## src/rtl/drowsy_decision.sv

```systemverilog
// drowsy_decision: registers per-frame class scores, picks the signed argmax winner,
// and debounces drowsy decisions into a latched driver alarm with hysteresis.
`default_nettype none

module drowsy_decision #(
  parameter int W            = 10,
  parameter int CLS_DROWSY   = 2,
  parameter int ALARM_THRESH = 8,
  parameter int CLEAR_THRESH = 4
) (
  input  logic         Clock,
  input  logic         Rst,
  input  logic         in_valid,
  input  logic [W-1:0] score0,
  input  logic [W-1:0] score1,
  input  logic [W-1:0] score2,
  input  logic         alarm_clr,
  output logic [1:0]   class_out,
  output logic         class_valid,
  output logic         alarm,
  output logic [1:0]   state,
  output logic [7:0]   alarm_events
);

  typedef enum logic [1:0] {
    ST_ALERT   = 2'b00,
    ST_SUSPECT = 2'b01,
    ST_ALARM   = 2'b10,
    ST_RECOVER = 2'b11
  } state_t;

  localparam logic [1:0] CLS_D   = 2'(CLS_DROWSY);
  localparam logic [7:0] ALARM_T = 8'(ALARM_THRESH);
  localparam logic [7:0] CLEAR_T = 8'(CLEAR_THRESH);

  logic [W-1:0] s0_q, s1_q, s2_q, s0_d, s1_d, s2_d;
  logic         v1_q, v1_d;
  logic [1:0]   class_out_q, class_out_d;
  logic         class_valid_q, class_valid_d;
  state_t       state_q, state_d;
  logic [7:0]   dcnt_q, dcnt_d, ccnt_q, ccnt_d;
  logic [7:0]   events_q, events_d;
  logic         alarm_q, alarm_d;

  logic [W-1:0] max01;
  logic [1:0]   idx01;
  logic         drowsy;

  // Stage 1: capture scores; the valid bit follows in_valid every cycle.
  always_comb begin
    v1_d = in_valid;
    s0_d = s0_q;
    s1_d = s1_q;
    s2_d = s2_q;
    if (in_valid) begin
      s0_d = score0;
      s1_d = score1;
      s2_d = score2;
    end
  end

  // Stage 2: signed argmax; strict greater-than keeps ties on the lowest index.
  always_comb begin
    max01 = s0_q;
    idx01 = 2'd0;
    if ($signed(s1_q) > $signed(s0_q)) begin
      max01 = s1_q;
      idx01 = 2'd1;
    end
    class_out_d   = class_out_q;
    class_valid_d = v1_q;
    if (v1_q) begin
      class_out_d = ($signed(s2_q) > $signed(max01)) ? 2'd2 : idx01;
    end
  end

  assign drowsy = (class_out_q == CLS_D);

  always_comb begin
    state_d  = state_q;
    dcnt_d   = dcnt_q;
    ccnt_d   = ccnt_q;
    events_d = events_q;
    if (alarm_clr) begin
      state_d = ST_ALERT;
      dcnt_d  = 8'd0;
      ccnt_d  = 8'd0;
    end else if (class_valid_q) begin
      case (state_q)
        ST_ALERT: begin
          if (drowsy) begin
            state_d = ST_SUSPECT;
            dcnt_d  = 8'd1;
          end
        end
        ST_SUSPECT: begin
          if (drowsy) begin
            dcnt_d = dcnt_q + 8'd1;
            if (dcnt_q + 8'd1 == ALARM_T) begin
              state_d = ST_ALARM;
              if (events_q != 8'hFF) events_d = events_q + 8'd1;
            end
          end else begin
            state_d = ST_ALERT;
            dcnt_d  = 8'd0;
          end
        end
        ST_ALARM: begin
          if (!drowsy) begin
            state_d = ST_RECOVER;
            ccnt_d  = 8'd1;
          end
        end
        ST_RECOVER: begin
          if (drowsy) begin
            state_d = ST_ALARM;
            ccnt_d  = 8'd0;
          end else begin
            ccnt_d = ccnt_q + 8'd1;
            if (ccnt_q + 8'd1 == CLEAR_T) begin
              state_d = ST_ALERT;
              dcnt_d  = 8'd0;
              ccnt_d  = 8'd0;
            end
          end
        end
        default: state_d = ST_ALERT;
      endcase
    end
    alarm_d = (state_d == ST_ALARM) || (state_d == ST_RECOVER);
  end

  always_ff @(posedge Clock) begin
    if (!Rst) begin
      s0_q          <= '0;
      s1_q          <= '0;
      s2_q          <= '0;
      v1_q          <= 1'b0;
      class_out_q   <= 2'd0;
      class_valid_q <= 1'b0;
      state_q       <= ST_ALERT;
      dcnt_q        <= 8'd0;
      ccnt_q        <= 8'd0;
      events_q      <= 8'd0;
      alarm_q       <= 1'b0;
    end else begin
      s0_q          <= s0_d;
      s1_q          <= s1_d;
      s2_q          <= s2_d;
      v1_q          <= v1_d;
      class_out_q   <= class_out_d;
      class_valid_q <= class_valid_d;
      state_q       <= state_d;
      dcnt_q        <= dcnt_d;
      ccnt_q        <= ccnt_d;
      events_q      <= events_d;
      alarm_q       <= alarm_d;
    end
  end

  assign class_out    = class_out_q;
  assign class_valid  = class_valid_q;
  assign alarm        = alarm_q;
  assign state        = state_q;
  assign alarm_events = events_q;

endmodule

`default_nettype wire

```

## config.mk

```make
export PLATFORM = sky130hd
export DESIGN_NAME = drowsy_decision
export DESIGN_NICKNAME = d
export VERILOG_FILES = /design/src/rtl/drowsy_decision.sv
export SDC_FILE = /design/constraint.sdc
export NUM_CORES = 1
export LEC_CHECK = 0
export BUFFER_PORTS_ARGS = -buffer_cell sky130_fd_sc_hd__buf_2
export CORE_MARGIN = 5
export CORE_UTILIZATION = 30
export CTS_CLUSTER_DIAMETER = 50
export DETAILED_ROUTE_END_ITERATION = 7
export PLACE_DENSITY = 0.61
export SYNTH_ARGS = -nofsm -noshare
export SYNTH_HDL_FRONTEND = slang
export SYNTH_SLANG_ARGS = --single-unit
```

## constraint.sdc

```tcl
create_clock -name Clock -period 3 [get_ports Clock]
set_input_delay 0.15 -clock Clock [delete_from_list [all_inputs] [get_ports Clock]]
set_output_delay 0.15 -clock Clock [all_outputs]
set_load 0.03 [all_outputs]
```

==> flow_metrics.py <==
metrics = {
    "run_status": {
        "outcome": "completed",
    },
    "clock_network": {
        "clock_latency_ns": 0.35,
        "cts_tree": "done",
        "clk_transition_reported_paths_ns": 0.07,
        "clockRootBuffer": "clkbuf_8",
        "cts-buffers-inserted": 9,
        "clock_sinks": 61,
        "cts-htree-levels": 3,
        "clk_path_buf_depth": 2,
    },
    "pwr": {
        "p_per_area_nw_per_um2": 481,
        "ir_drop_v": 0.000256,
        "p_leak_nw": 1.69,
        "power.total_w": 0.00199,
    },
    "synthesis": {
        "seq_area_frac_synth_pct": 37.2,
        "synthCells": 372,
        "ys.flop_type": "dfxtp_1",
        "syn_nets": 429,
        "yosysTopAreaCell": "dfxtp_1",
        "postSynth.asyncResetShare_pct": 0,
        "synth_edf_count": 0,
        "yosysWarnings": 0,
        "syn_avg_cell_area_sq_um": 8.82,
        "ys_seq_elements": 61,
        "netlist_top_cells_area": "dfxtp_1, mux2i_1, ha_1",
        "yosysTopAreaCellShare_pct": 37.2,
        "synthesis.area_sq_um": 3280,
        "ys_types": 54,
    },
    "sta": {
        "postLayoutSetupSlackWorst_ns": 0.0510,
        "hold_viol": 0,
        "finalWorstPathRequiredPeriod_ns": 2.95,
        "slew_headroom_pct": 40.7,
        "worst_slew_pin_slew_ns": 0.890,
        "setup_viol": 0,
        "tns_ns": 0,
        "fmax_ghz": 0.339,
        "drv_slew": 0,
        "rsz0062_at_grt": "yes",
        "period_share_pct": 98.3,
        "skew_ns": 0.0146,
    },
    "min_path": {
        "min_path_cells": 3,
        "holdPathEnd": "s2_q[4]",
        "min_from": "score2[4]",
        "hold_path.class": "in2reg",
    },
    "setup_path": {
        "end_kind": "flip-flop",
        "required_ns": 3.21,
        "worstPathCellList": "inv_1, ha_1, nand3_2, nor3_1, a21oi_1, a31oi_1, buf_4, buf_4, mux2i_1, ha_1, nand2_1, nor2_2, a2111oi_4, buf_4, a2111o_1, a21oi_2",
        "r2r_start": "s1_q[0]",
        "critical_path.max_fanout": 4,
        "start_kind": "flip-flop",
        "worstReg2RegEnd": "class_out[1]",
        "path_common_cell": "buf_4",
        "worst-r2r-cell-count": 16,
        "critPathBufInv": 4,
        "crit_family": "compound AO/OA/AOI/OAI gates",
        "critPathKind": "reg2reg",
        "crit_arrival_ns": 3.16,
        "cp_slowest_cell": "a2111oi_4",
        "reg2reg_slack_ns": 0.05,
        "critPathMaxStageDelay_ns": 0.36,
    },
    "cells_and_area": {
        "most-common-layout-cells": "dfxtp_1, nor2_1, buf_2",
        "nets": 491,
        "syn2layout_area_growth_pct": 26.3,
        "antenna_cells": 0,
        "final_common_cell": "dfxtp_1",
        "drive_above_1_share_pct": 29.6,
        "final_cells": 579,
        "fin_area_sq_um": 4140,
    },
    "floorplanning": {
        "die_x_um": 115,
        "initial_utilization_pct": 30.4,
        "io_pins": 48,
        "rows": 38,
        "fp.dieArea_sq_um": 13100,
        "core-area_sq_um": 10800,
        "die_h_um": 115,
    },
    "detailed_routing": {
        "drt-pass1-iter-count": 4,
        "drc_errors": 0,
        "vias_per_cell": 5.09,
        "ant_nets": 0,
        "num_vias": 2950,
        "avgRoutedWirePerCell_um": 14.2,
        "drt-initial-drc-count": 140,
        "wirelength_mm": 8.23,
    },
    "placed_design": {
        "gp_congestion": 0.871,
        "dp_hpwl_mm": 6.09,
        "dp.cells": 558,
        "dp_worst_setup_slack_ns": -0.228,
        "port_buffers": 47,
        "placed_cell_area_sq_um": 3710,
    },
    "global_route": {
        "grt_remaining_overflow": 0,
        "grt_pass1_wl_mm": 13.6,
        "grt_max_degree": 32,
        "first_global_vias": 2871,
        "antenna_found_initial": 0,
        "grt_usage_pct": 12.9,
    },
    "run": {
        "maxCapViolations": 0,
    },
}
tightest hold or removal path: cells and delay by family:
family / cells / cell delay [ns]
buf+inv: 1 / 0.08
mux: 1 / 0.05
simple gates: 1 / 0.07
final cells by class:
cell class                      instances  area (sq um)
Clock buffer                           10           138
Clock inverter                          6          62.6
Fill cell                            1070          6650
Inverter                               20          75.1
Multi-Input combinational cell        277          2080
Sequential cell                        61          1240
Tap cell                              140           175
Timing Repair Buffer                   65           374
metrics by stage:
step,hold slack [ns],utilization [%]
after floorplan,0.277,-
after global placement,0.386,34.4
after detailed placement,0.391,34.4
after CTS,0.0227,36.7
after global routing,0.0249,38.4
final,0.0440,38.4
how the worst max path moves through the flow:
stage                 start            to  slack (ns)  cells past startpoint
global placement    s0_q[4]  class_out[0]       -0.08                     14
floorplan           s0_q[4]  class_out[0]        0.03                     14
finish              s1_q[0]  class_out[1]        0.05                     16
global route        s1_q[0]  class_out[1]       -0.10                     15
CTS                 s0_q[4]  class_out[0]       0.003                     14
detailed placement  s0_q[4]  class_out[0]       -0.23                     14
power by group:
part           total [W]  internal (W)  switching (W)
clock network   0.000746      0.000403       0.000343
logic           0.000378      0.000194       0.000184
registers       0.000867      0.000840      0.0000272
total            0.00199       0.00144       0.000554
flip-flops by register name, summed over array words and instances, names as in the netlist, 2 cells and up:
signal	cells
dcnt_q	8
s1_q	10
alarm_events	8
s2_q	10
state	2
s0_q	10
class_out	2
ccnt_q	8
logic make-up (layout without fill, tap and decap cells):
group | count (synthesis) | in the layout | share of synthesized area (%)
muxes | 42 | 42 | 12.9
xor gates and xnor gates | 1 | 1 | 0.267
and+or+nand+nor | 133 | 133 | 20.6
buffers and inverters | 34 | 101 | 4.58
adders and majority gates | 23 | 23 | 8.77
AOI/OAI and AO/OA | 78 | 78 | 15.7
DFF | 61 | 61 | 37.2
cells in the mapped netlist, types with 2 or more instances:
cell	number
dfxtp_1	61
nor2_1	50
mux2i_1	41
ha_1	23
a21oi_1	21
nand2_1	21
inv_1	20
o21ai_0	16
nand3_1	11
a31oi_1	9
nand2b_1	9
clkbuf_1	8
nand4_1	6
nor3_1	6
a311oi_1	5
o31ai_1	5
and3_1	4
or4_1	4
nor2b_1	3
nor3b_1	3
o21a_1	3
or3_1	3
a2111o_1	2
a21o_1	2
and2_1	2
and3_2	2
buf_1	2
nor4_2	2
o41ai_1	2
or3_2	2
routing by layer:
| metal | GRT usage (%) | vias to the layer above | wire length, um |
|---|---|---|---|
| li1 | - | 1480 | - |
| met1 | 15.4 | 1403 | 3570 |
| met2 | 22.0 | 58 | 4170 |
| met3 | 3.44 | 9 | 406 |
| met4 | 4.99 | 0 | 78 |
| met5 | 0 | - | 0 |
timing repair:
action	4_1_cts	5_1_grt
hold endpoints to repair	0	0
setup endpoints to repair	2	2
pin swaps	5	20
resized for setup	5	38
hold buffers	0	0
setup buffers	2	4
Note: power is estimated with default switching activity, not from simulation.
